--- config.mk ---
export PLATFORM = sky130hd
export DESIGN_NAME = hist_eq_ctrl
export DESIGN_NICKNAME = d
export VERILOG_FILES = /design/src/rtl/eq_pkg.sv /design/src/rtl/hist_eq_ctrl_hist_bank.sv /design/src/rtl/hist_eq_ctrl.sv
export SDC_FILE = /design/constraint.sdc
export NUM_CORES = 1
export LEC_CHECK = 0
export CORE_UTILIZATION = 60
export DETAILED_ROUTE_END_ITERATION = 12
export GPL_TIMING_DRIVEN = 0
export PLACE_DENSITY = 0.85
export SKIP_CTS_REPAIR_TIMING = 1
export SYNTH_ARGS = -nofsm -noshare
export SYNTH_HDL_FRONTEND = slang
export SYNTH_SLANG_ARGS = --single-unit
--- constraint.sdc ---
create_clock -name clk -period 22.9 [get_ports clk]
set_clock_uncertainty 0.2 [all_clocks]
set_input_delay 4.58 -clock clk [delete_from_list [all_inputs] [get_ports clk]]
set_output_delay 4.58 -clock clk [all_outputs]
set_load 0.01 [all_outputs]
--- src/rtl/eq_pkg.sv ---
// Shared definitions for the histogram-equalization sequencer.
// Contents:
//   DEF_PIX_W, DEF_IMG_W_LOG2 : default pixel width and log2 of the image side
//   DEF_L, DEF_BIN_W          : derived level count and histogram/CDF width
//   state_t                   : sequencer states
//   map_level()               : CDF-to-output-level mapping (truncating, no cdf_min term)
// Optional feature macro used by the design files: HIST_READBACK_EN
package eq_pkg;

  localparam int DEF_PIX_W      = 3;
  localparam int DEF_IMG_W_LOG2 = 8;
  localparam int DEF_L          = 1 << DEF_PIX_W;
  localparam int DEF_BIN_W      = 2 * DEF_IMG_W_LOG2 + 1;

  typedef enum logic [2:0] {
    IDLE,
    CLEAR,
    COUNT,
    CDF,
    MAP,
    DONE
  } state_t;

  // new = (cdf * (L-1)) >> (2*IMG_W_LOG2). The result never exceeds L-1
  // because cdf is at most N = 2^(2*IMG_W_LOG2). The caller narrows the
  // 32-bit result to its pixel width.
  function automatic logic [31:0] map_level(input logic [31:0] cdf,
                                            input int pixW,
                                            input int imgLog2);
    logic [31:0] prod;
    prod = cdf * ((32'd1 << pixW) - 32'd1);
    return prod >> (2 * imgLog2);
  endfunction

endpackage

--- src/rtl/hist_eq_ctrl_hist_bank.sv ---
// hist_bank: L histogram bins with synchronous clear, increment-by-index
// and an indexed combinational read.
// Ports:
//   clk, rst        : clock, asynchronous active-high reset (bins -> 0)
//   clr_i           : zero every bin on the next edge
//   inc_i/inc_idx_i : add one to bin inc_idx_i on the next edge
//   rd_idx_i        : read index, rd_data_o = bin[rd_idx_i]
//   rb_idx_i        : second read index for display readback (HIST_READBACK_EN)
//   rb_data_o       : bin[rb_idx_i] (HIST_READBACK_EN)
// Macro: HIST_READBACK_EN adds the second read port.
module hist_bank
  import eq_pkg::*;
#(
  parameter int PIX_W = DEF_PIX_W,
  parameter int BIN_W = DEF_BIN_W
) (
  input  logic             clk,
  input  logic             rst,
  input  logic             clr_i,
  input  logic             inc_i,
  input  logic [PIX_W-1:0] inc_idx_i,
  input  logic [PIX_W-1:0] rd_idx_i,
  output logic [BIN_W-1:0] rd_data_o
`ifdef HIST_READBACK_EN
  ,
  input  logic [PIX_W-1:0] rb_idx_i,
  output logic [BIN_W-1:0] rb_data_o
`endif
);

  localparam int L = 1 << PIX_W;

  logic [BIN_W-1:0] bins_q [L];

  // Clear has priority over increment; the sequencer never asserts both.
  always_ff @(posedge clk or posedge rst) begin
    if (rst) begin
      for (int i = 0; i < L; i++) bins_q[i] <= '0;
    end else if (clr_i) begin
      for (int i = 0; i < L; i++) bins_q[i] <= '0;
    end else if (inc_i) begin
      bins_q[inc_idx_i] <= bins_q[inc_idx_i] + BIN_W'(1);
    end
  end

  assign rd_data_o = bins_q[rd_idx_i];

`ifdef HIST_READBACK_EN
  assign rb_data_o = bins_q[rb_idx_i];
`endif

endmodule

--- src/rtl/hist_eq_ctrl.sv ---
// hist_eq_ctrl: sequencer for histogram equalization of a square image.
// A start request runs CLEAR -> COUNT (histogram pass) -> CDF -> MAP
// (remap pass writing the destination image) -> DONE.
// Ports:
//   clk, rst          : clock, asynchronous active-high reset
//   start_i           : one-cycle run request, only honoured in IDLE
//   busy_o            : high from CLEAR through the end of MAP
//   done_o            : one-cycle pulse when the destination image is complete
//   src_addr_o        : source read address (row-major)
//   src_rd_en_o       : source read strobe
//   src_data_i        : source pixel, valid one cycle after src_rd_en_o
//   dst_addr_o        : destination write address
//   dst_we_o          : destination write enable
//   dst_data_o        : equalized pixel
//   hist_rd_idx_i     : histogram readback index (HIST_READBACK_EN)
//   hist_rd_data_o    : histogram bin value (HIST_READBACK_EN)
// Macro: HIST_READBACK_EN adds the histogram readback ports.
module hist_eq_ctrl
  import eq_pkg::*;
#(
  parameter int IMG_W_LOG2 = DEF_IMG_W_LOG2,
  parameter int PIX_W      = DEF_PIX_W
) (
  input  logic                    clk,
  input  logic                    rst,
  input  logic                    start_i,
  output logic                    busy_o,
  output logic                    done_o,
  output logic [2*IMG_W_LOG2-1:0] src_addr_o,
  output logic                    src_rd_en_o,
  input  logic [PIX_W-1:0]        src_data_i,
  output logic [2*IMG_W_LOG2-1:0] dst_addr_o,
  output logic                    dst_we_o,
  output logic [PIX_W-1:0]        dst_data_o
`ifdef HIST_READBACK_EN
  ,
  input  logic [PIX_W-1:0]        hist_rd_idx_i,
  output logic [2*IMG_W_LOG2:0]   hist_rd_data_o
`endif
);

  localparam int AW    = 2 * IMG_W_LOG2;
  localparam int L     = 1 << PIX_W;
  localparam int BIN_W = AW + 1;
  localparam int N     = 1 << AW;

  localparam logic [AW:0]      CNT_LAST = (AW + 1)'(N);
  localparam logic [PIX_W-1:0] BIN_LAST = PIX_W'(L - 1);

  state_t state_q, state_d;

  logic [AW:0]        cnt_q;
  logic [AW-1:0]      addrDly_q;
  logic               valid_q;
  logic [PIX_W-1:0]   binIdx_q;
  logic [BIN_W-1:0]   cdf_q [L];

  logic               rdEn;
  logic [BIN_W-1:0]   histRd;
  logic [BIN_W-1:0]   cdfPrev;
  logic [BIN_W-1:0]   cdfSum;
  logic [PIX_W-1:0]   mapped;

  // State register.
  always_ff @(posedge clk or posedge rst) begin
    if (rst) state_q <= IDLE;
    else     state_q <= state_d;
  end

  // Next-state logic. Both passes end on the drain cycle (cnt_q == N),
  // which exists only to consume the read issued for address N-1.
  always_comb begin
    state_d = state_q;
    unique case (state_q)
      IDLE:  if (start_i) state_d = CLEAR;
      CLEAR: state_d = COUNT;
      COUNT: if (cnt_q == CNT_LAST) state_d = CDF;
      CDF:   if (binIdx_q == BIN_LAST) state_d = MAP;
      MAP:   if (cnt_q == CNT_LAST) state_d = DONE;
      DONE:  state_d = IDLE;
      default: state_d = IDLE;
    endcase
  end

  // The extra counter bit marks the drain cycle, so reads stop at N-1 and
  // the low bits are already back at 0 for the next pass.
  assign rdEn = ((state_q == COUNT) || (state_q == MAP)) && !cnt_q[AW];

  // Pass counter, read-valid pipeline and CDF bin counter.
  always_ff @(posedge clk or posedge rst) begin
    if (rst) begin
      cnt_q     <= '0;
      addrDly_q <= '0;
      valid_q   <= 1'b0;
      binIdx_q  <= '0;
    end else begin
      if ((state_q == COUNT) || (state_q == MAP)) begin
        cnt_q <= (cnt_q == CNT_LAST) ? '0 : cnt_q + (AW + 1)'(1);
      end else begin
        cnt_q <= '0;
      end
      valid_q <= rdEn;
      if (rdEn) addrDly_q <= cnt_q[AW-1:0];
      if (state_q == CDF) binIdx_q <= binIdx_q + PIX_W'(1);
      else                binIdx_q <= '0;
    end
  end

  hist_bank #(
    .PIX_W (PIX_W),
    .BIN_W (BIN_W)
  ) u_hist_bank (
    .clk       (clk),
    .rst       (rst),
    .clr_i     (state_q == CLEAR),
    .inc_i     ((state_q == COUNT) && valid_q),
    .inc_idx_i (src_data_i),
    .rd_idx_i  (binIdx_q),
    .rd_data_o (histRd)
`ifdef HIST_READBACK_EN
    ,
    .rb_idx_i  (hist_rd_idx_i),
    .rb_data_o (hist_rd_data_o)
`endif
  );

  // Running sum for the bin currently being accumulated.
  always_comb begin
    cdfPrev = '0;
    if (binIdx_q != '0) cdfPrev = cdf_q[binIdx_q - PIX_W'(1)];
    cdfSum = cdfPrev + histRd;
  end

  // CDF registers hold their values after DONE until the next CLEAR.
  always_ff @(posedge clk or posedge rst) begin
    if (rst) begin
      for (int i = 0; i < L; i++) cdf_q[i] <= '0;
    end else if (state_q == CLEAR) begin
      for (int i = 0; i < L; i++) cdf_q[i] <= '0;
    end else if (state_q == CDF) begin
      cdf_q[binIdx_q] <= cdfSum;
    end
  end

  assign mapped = PIX_W'(map_level(32'(cdf_q[src_data_i]), PIX_W, IMG_W_LOG2));

  // Outputs decode from state so reset forces them to zero immediately.
  assign busy_o      = (state_q == CLEAR) || (state_q == COUNT) ||
                       (state_q == CDF)   || (state_q == MAP);
  assign done_o      = (state_q == DONE);
  assign src_rd_en_o = rdEn;
  assign src_addr_o  = rdEn ? cnt_q[AW-1:0] : '0;
  assign dst_we_o    = (state_q == MAP) && valid_q;
  assign dst_addr_o  = dst_we_o ? addrDly_q : '0;
  assign dst_data_o  = dst_we_o ? mapped : '0;

endmodule

==> impl_results.md, run 1 <==
- Drt first pass iters: 7
- Clk sinks: ~310
- Syn_nets: 1744
- Core box area: approximately 0.029 mm^2
- Starting Density: 61.12%
- WS Path Type: in -> out
- Period utilisation layout: 70.26%
- Final Setup Violations: 0
- Crit path max fanout: 10
- WHS Endpoint: addrDly_q[7]$_DFFE_PP0P_
- Crit Reg-Reg Startpoint: binIdx_q[2]$_DFF_PP0_
- Gr usage total: 40.95%
- Vias in the first global route: 16000
- H-tree depth: 2
- Post-synth ARST share: 100.0%
- Register Area: 0.007807 mm^2
- ANT nets after route: 0
- RR Endpoint: cdf_q[31]$_DFFE_PP0P_
- Max VDD drop: roughly 0.064 mV
- Final critical-path setup slack: 6811 ps
- Die width: 173.0 um
- Clk slew on worst S/H paths: 60 ps
- Synth Cell Area: ~0.018 mm^2
- Sequential share of the synthesized area: 44.50%
- DRT iter0 DRCs: 2613
- Max-cap violations: 1
- Final core utilization: 68.76%
- Final GP Congestion: 1.002
- DP HPWL: 40580 um
- Die height: roughly 170 um
- Worst min path class: reg -> reg
- R2R depth: 16
- Clk_lat worst skew: 540 ps
- Mean Syn Cell Area: 10.44 um^2
- Ys flop type: dfrtp_1
- Initial antenna violation count: 3
- Largest net degree at the start of global routing: 115
- PortBufs: just over 40
- Layout cells sized above 1: 9.793%
- Violated checks: capacitance limit, slew limit
- GRT overflow: 0
- Final nets: 1825
- Io pins: 45
- R2R Setup Slk: 16190 ps
- Final min period: 16090 ps
- Startpoint types: input port
- # DRC: 0
- TritonCTS buffer count: 35
- Setup TNS: 0 ps
- Multi-input gate area: around 0.0091 mm^2
- HP Start: addrDly_q[7]$_DFFE_PP0P_
- PD cells: 75.33 mW/mm^2
- DP Worst Slack: 7145 ps
- Fillcell total: 2139
- WL per Instance: around 28 um
- Clock root cell: clkbuf_16
- Worst slew margin: -1.397%
- RSZ-0062 raised after global routing: false
- Clock buffer depth: 3
- Worst slew pin tran: 1509 ps
- Detailed Route WL: slightly above 60000 um
- Hold WS: 299.9 ps
- Synth-to-Final Area Change: 12.50%
- # rows: 62
- Worst Hold Depth: 1
- Die area: 0.02993 mm^2
- Library cells used by synthesis: a little over 80
- Vias per cell: about 7.4
- Synthesis-stage register bit count: about 310
- CTS tree: yes
- Outcome: complete, but fails checks
- EDFF count, synth: 0
- Leakage Power: 8.725 nW
- CP Data Required Time: 18120 ps
- Post-Syn Instances: 1681
- Synth warnings: 0
- First-pass GRT wire length: ~93000 um
- Vias: about 16000
- CP endpoint kind: primary output
- Hold Vio Cnt, Final: 0
- Fmax: 62.15 MHz
- Final Power: 1.487 mW
- Worst path arrival time: ~11000 ps
- Slew Limit Fails: 7
- Ant. Diodes: 0
## layout by cell type, fill, tap and decap left out, drive strengths merged, types with 28 or more instances in the layout
master / count
clkbuf: 130
dfrtp: 312
nor2: 72
o21ai: 128
nand3: 90
ha: 40
a22o: 151
nand2: 201
xnor2: 28
and2: 34
a22oi: 71
mux4: 47
buf: 35
o22ai: 46
clkdlybuf4s50: 41
a21oi: 30
## routing by layer
layer / GRT usage (%) / up-vias / share of wire (%)
met1: 52.45 / 7791 / 35
met5: 0 / - / 0.042
met4: 24.93 / 4 / 7.0
met2: 60.28 / 1391 / 43
li1: - / 6492 / -
met3: 13.94 / 391 / 15
## report_power, final
part           internal (mW)  switching, mW  total (mW)
clock                  0.368          0.241       0.609
sequential             0.605         0.0540       0.659
combinational         0.0786          0.140       0.218
total                   1.05          0.434        1.49
## sequential cells by signal, indices dropped and copies added (netlist names)
| name | count |
|---|---|
| cdf_q | 136 |
| addrDly_q | 16 |
| u_hist_bank.bins_q | 136 |
| binIdx_q | 3 |
| valid_q | 1 |
| cnt_q | 17 |
| state_q | 3 |
## Yosys cell counts (10+ instances only)
master,count,area share [%]
a21oi_1,30,0.86
nor2_1,72,1.5
and2_1,33,1.2
nand2_1,201,4.3
mux4_2,40,5.1
mux2i_1,26,1.5
inv_1,23,0.49
nand4_1,19,0.68
xnor2_1,25,1.2
xor2_1,16,0.80
nor3_1,22,0.63
and3_1,13,0.46
dfrtp_1,312,45
a22o_1,151,7.5
a21o_1,11,0.47
a22oi_1,71,3.0
buf_2,11,0.31
o21ai_0,120,3.4
buf_1,11,0.24
nand3_1,89,2.5
a211oi_1,10,0.43
mux2_2,26,1.7
nand2b_1,10,0.36
fa_1,17,1.9
nor4_1,15,0.53
ha_1,40,2.9
o22ai_1,46,1.6
nor2b_1,11,0.39
clkbuf_1,79,1.7
## critical path: stages
cell	delay [ps]
buf_6	140
buf_12	150
buf_8	150
buf_2	250
buf_1	340
nor2_1	1160
clkbuf_1	640
a22oi_1	270
nand4_1	370
fa_1	520
ha_1	290
o21a_1	160
o21ai_0	330
a211oi_1	140
a2111oi_0	790
o21bai_1	150
xnor2_1	180
nor2_1	100
clkdlybuf4s50_1	560
## through the flow
stage               std cells  area [um^2]
floorplan                1681        17540
global placement         2106        18430
detailed placement       2108        18500
CTS                      2170        19730
global route             2171        19740
finish                   2171        19740
## area by class of cell
class | instances | area share [%]
Clock inverter | 13 | 1.059
Multi-Input combinational cell | 1231 | 46.27
Buffer | 113 | 2.599
Clock buffer | 49 | 5.167
Sequential cell | 312 | 39.56
Inverter | 25 | 0.5135
Tap cell | 384 | 2.435
Timing Repair Buffer | 44 | 2.396
## how the worst max path moves through the flow
stage	startpoint	end	slack, ps	cells past startpoint
floorplan	src_data_i[0]	dst_data_o[2]	9460	18
global placement	rst	addrDly_q[12]$_DFFE_PP0P_	5990	2
detailed placement	src_data_i[0]	dst_data_o[2]	7140	19
CTS	src_data_i[0]	dst_data_o[2]	7090	19
global route	src_data_i[0]	dst_data_o[2]	6760	19
finish	src_data_i[0]	dst_data_o[2]	6810	19
## cell families (layout without fill, tap and decap cells)
| group | after synthesis | in the layout | share of synthesized area [%] |
|---|---|---|---|
| simple gates | 516 | 516 | 14.23 |
| compound gates | 510 | 510 | 20.89 |
| flops | 312 | 312 | 44.50 |
| buf+inv | 138 | 244 | 3.459 |
| mux | 99 | 99 | 9.336 |
| fa+ha+maj | 57 | 57 | 4.793 |
| xor+xnor | 49 | 49 | 2.789 |
(Power assumes the default switching activity.)
==> run 2: changes to the inputs <==
Settings changed: CORE_UTILIZATION 60 to 57, PLACE_DENSITY 0.85 to 0.84.
Clock period 22.9 ns to 13.5 ns, I/O delays scaled along.
==> run 2 against run 1 <==
The run still ends with capacitance limit, slew limit left. Sequential cell count unchanged. Count of clock-buffer cells in the layout decreased by 2. Power increased by 66%. Final area decreased by 0.18%. Critical path type unchanged.
==> impl_results.md, run 2 (same netlist as run 1, synthesis figures left out) <==
- Die height: approximately 180 um
- Gate power share: 14.8%
- Commonest non-fill, non-tap cell in the layout: dfrtp_1
- Die width: 177.4 um
- Crit path cell chain: buf_6 > buf_12 > buf_8 > buf_2 > buf_1 > nor2_1 > clkbuf_1 > a22oi_1 > nand4_1 > fa_1 > ha_1 > a21o_1 > a211oi_1 > a2111oi_0 > a2111oi_0 > o21bai_1 > xnor2_1 > nor2_1 > clkdlybuf4s50_1
- First-pass GRT wire length: roughly 93000 um
- Worst path arrival time: a little over 9000 ps
- CTS tree: yes
- H-tree depth: 2
- Sum of buffers and inverters on the critical path: 7
- Largest net degree at the start of global routing: 121
- # rows: 63
- Startpoint types: input port
- Fmax: 83.20 MHz
- CP Data Required Time: 10600 ps
- Vias: 16100
- Multi-input gate area: between 0.009 and 0.01 mm^2
- Slowest CP cell: nor2_1
- Initial antenna violation count: 1
- Clk_lat worst skew: roughly 560 ps
- Final GP Congestion: around 0.98
- Worst slew pin tran: 1534 ps
- Starting Density: 58.57%
- DP HPWL: 40920 um
- Fillcell total: 2246
- Most frequent cells in the layout: dfrtp_1 (312), nand2_1 (201), a22o_1 (151)
- Max-cap violations: 1
- Outcome: complete, but fails checks
- Slowest stage delay, CP: 1070 ps
- Period utilisation layout: 89.03%
- Vias per cell: between 7 and 8
- Hold Vio Cnt, Final: 0
- Final Setup Violations: 0
- Sw frac: 29.36%
- Gr usage total: roughly 40%
- Crit path max fanout: 10
- Max VDD drop: about 0.13 mV
- P_int: around 1.7 mW
- Violated checks: capacitance limit, slew limit
- WS Path Type: in -> out
- Layout cells sized above 1: 9.978%
- P_sw: 0.7256 mW
- ANT nets after route: 0
- CP delay by family, top: buffers and inverters
- TritonCTS buffer count: 35
- Clk pwr share: 40.0%
- Worst min path class: reg -> reg
- Slew Limit Fails: 7
- # DRC: 0
- Final critical-path setup slack: 1481 ps
- Final min period: 12020 ps
- Clock root cell: clkbuf_16
- GRT overflow: 0
- Worst slew margin: -3.083%
- Clk sinks: 312
- Synth-to-Final Area Change: 12.29%
- Register Area: 0.007807 mm^2
- WL per Instance: 28.19 um
- Vias in the first global route: approximately 16000
- Final core utilization: 65.76%
- Core box area: roughly 0.03 mm^2
- DP Worst Slack: 1717 ps
- Io pins: 45
- RSZ-0062 raised after global routing: false
- Final nets: 1824
- PD cells: ~130 mW/mm^2
- Clock buffer depth: 3
- Top flop regs: cdf_q (136), u_hist_bank.bins_q (136), cnt_q (17)
- Detailed Route WL: 61310 um
- CP endpoint kind: primary output
- DRT iter0 DRCs: about 2700
- Die area: 0.03148 mm^2
- Setup TNS: 0 ps
- PortBufs: 41
- Leakage Power: 8.700 nW
- Flop pwr share: 45.2%
- Drt first pass iters: 7
- Clk slew on worst S/H paths: 60 ps
-- run 2: power by group through the flow --
stage | sequential [mW] | clock, mW | combinational (mW)
after global routing | 1.12 | 1.02 | 0.394
after floorplan | 1.09 | 0 | 0.258
after CTS | 1.11 | 0.980 | 0.352
final | 1.12 | 0.988 | 0.365
after global placement | 1.12 | 0 | 0.336
after detailed placement | 1.13 | 0 | 0.349
-- run 2: through the flow --
stage	power, mW	std cells	instance area (um^2)	hold slack, ps
4_1_cts	2.444	2174	19680	300.5
5_1_grt	2.538	2174	19700	317.2
2_1_floorplan	1.353	1681	17540	265.2
3_3_place_gp	1.460	2112	18440	282.2
6_report	2.471	2175	19700	299.5
3_5_place_dp	1.476	2114	18500	288.8
-- run 2: per-layer routing --
| layer | vias up | track usage, % | part of all wire (%) |
|---|---|---|---|
| met4 | 0 | 24.29 | 7.5 |
| met1 | 7683 | 48.54 | 34 |
| met5 | - | 0.8013 | 0 |
| met2 | 1491 | 58.97 | 43 |
| li1 | 6496 | - | - |
| met3 | 425 | 15.47 | 15 |
-- run 2: final cells by class --
| type | instances | area share (%) |
|---|---|---|
| antenna | 1 | 0.01270 |
| buffer | 113 | 2.604 |
| clock buffer | 47 | 5.132 |
| clock inverter | 13 | 0.8194 |
| inverter | 25 | 0.5145 |
| multi-input combinational | 1231 | 46.44 |
| sequential | 312 | 39.63 |
| tap | 390 | 2.477 |
| timing repair buffer | 43 | 2.363 |
-- run 2: final timing paths --
check,from,cells past startpoint,end,slack [ps]
max reg2reg,binIdx_q[2]$_DFF_PP0_,16,cdf_q[50]$_DFFE_PP0P_,6820
min in group asynchronous,rst,2,cdf_q[115]$_DFFE_PP0P_,2460
min,addrDly_q[10]$_DFFE_PP0P_,1,addrDly_q[10]$_DFFE_PP0P_,300
max in group asynchronous,rst,3,u_hist_bank.bins_q[34]$_DFFE_PP0P_,9590
max,src_data_i[0],19,dst_data_o[2],1480
min reg2reg,addrDly_q[10]$_DFFE_PP0P_,1,addrDly_q[10]$_DFFE_PP0P_,300
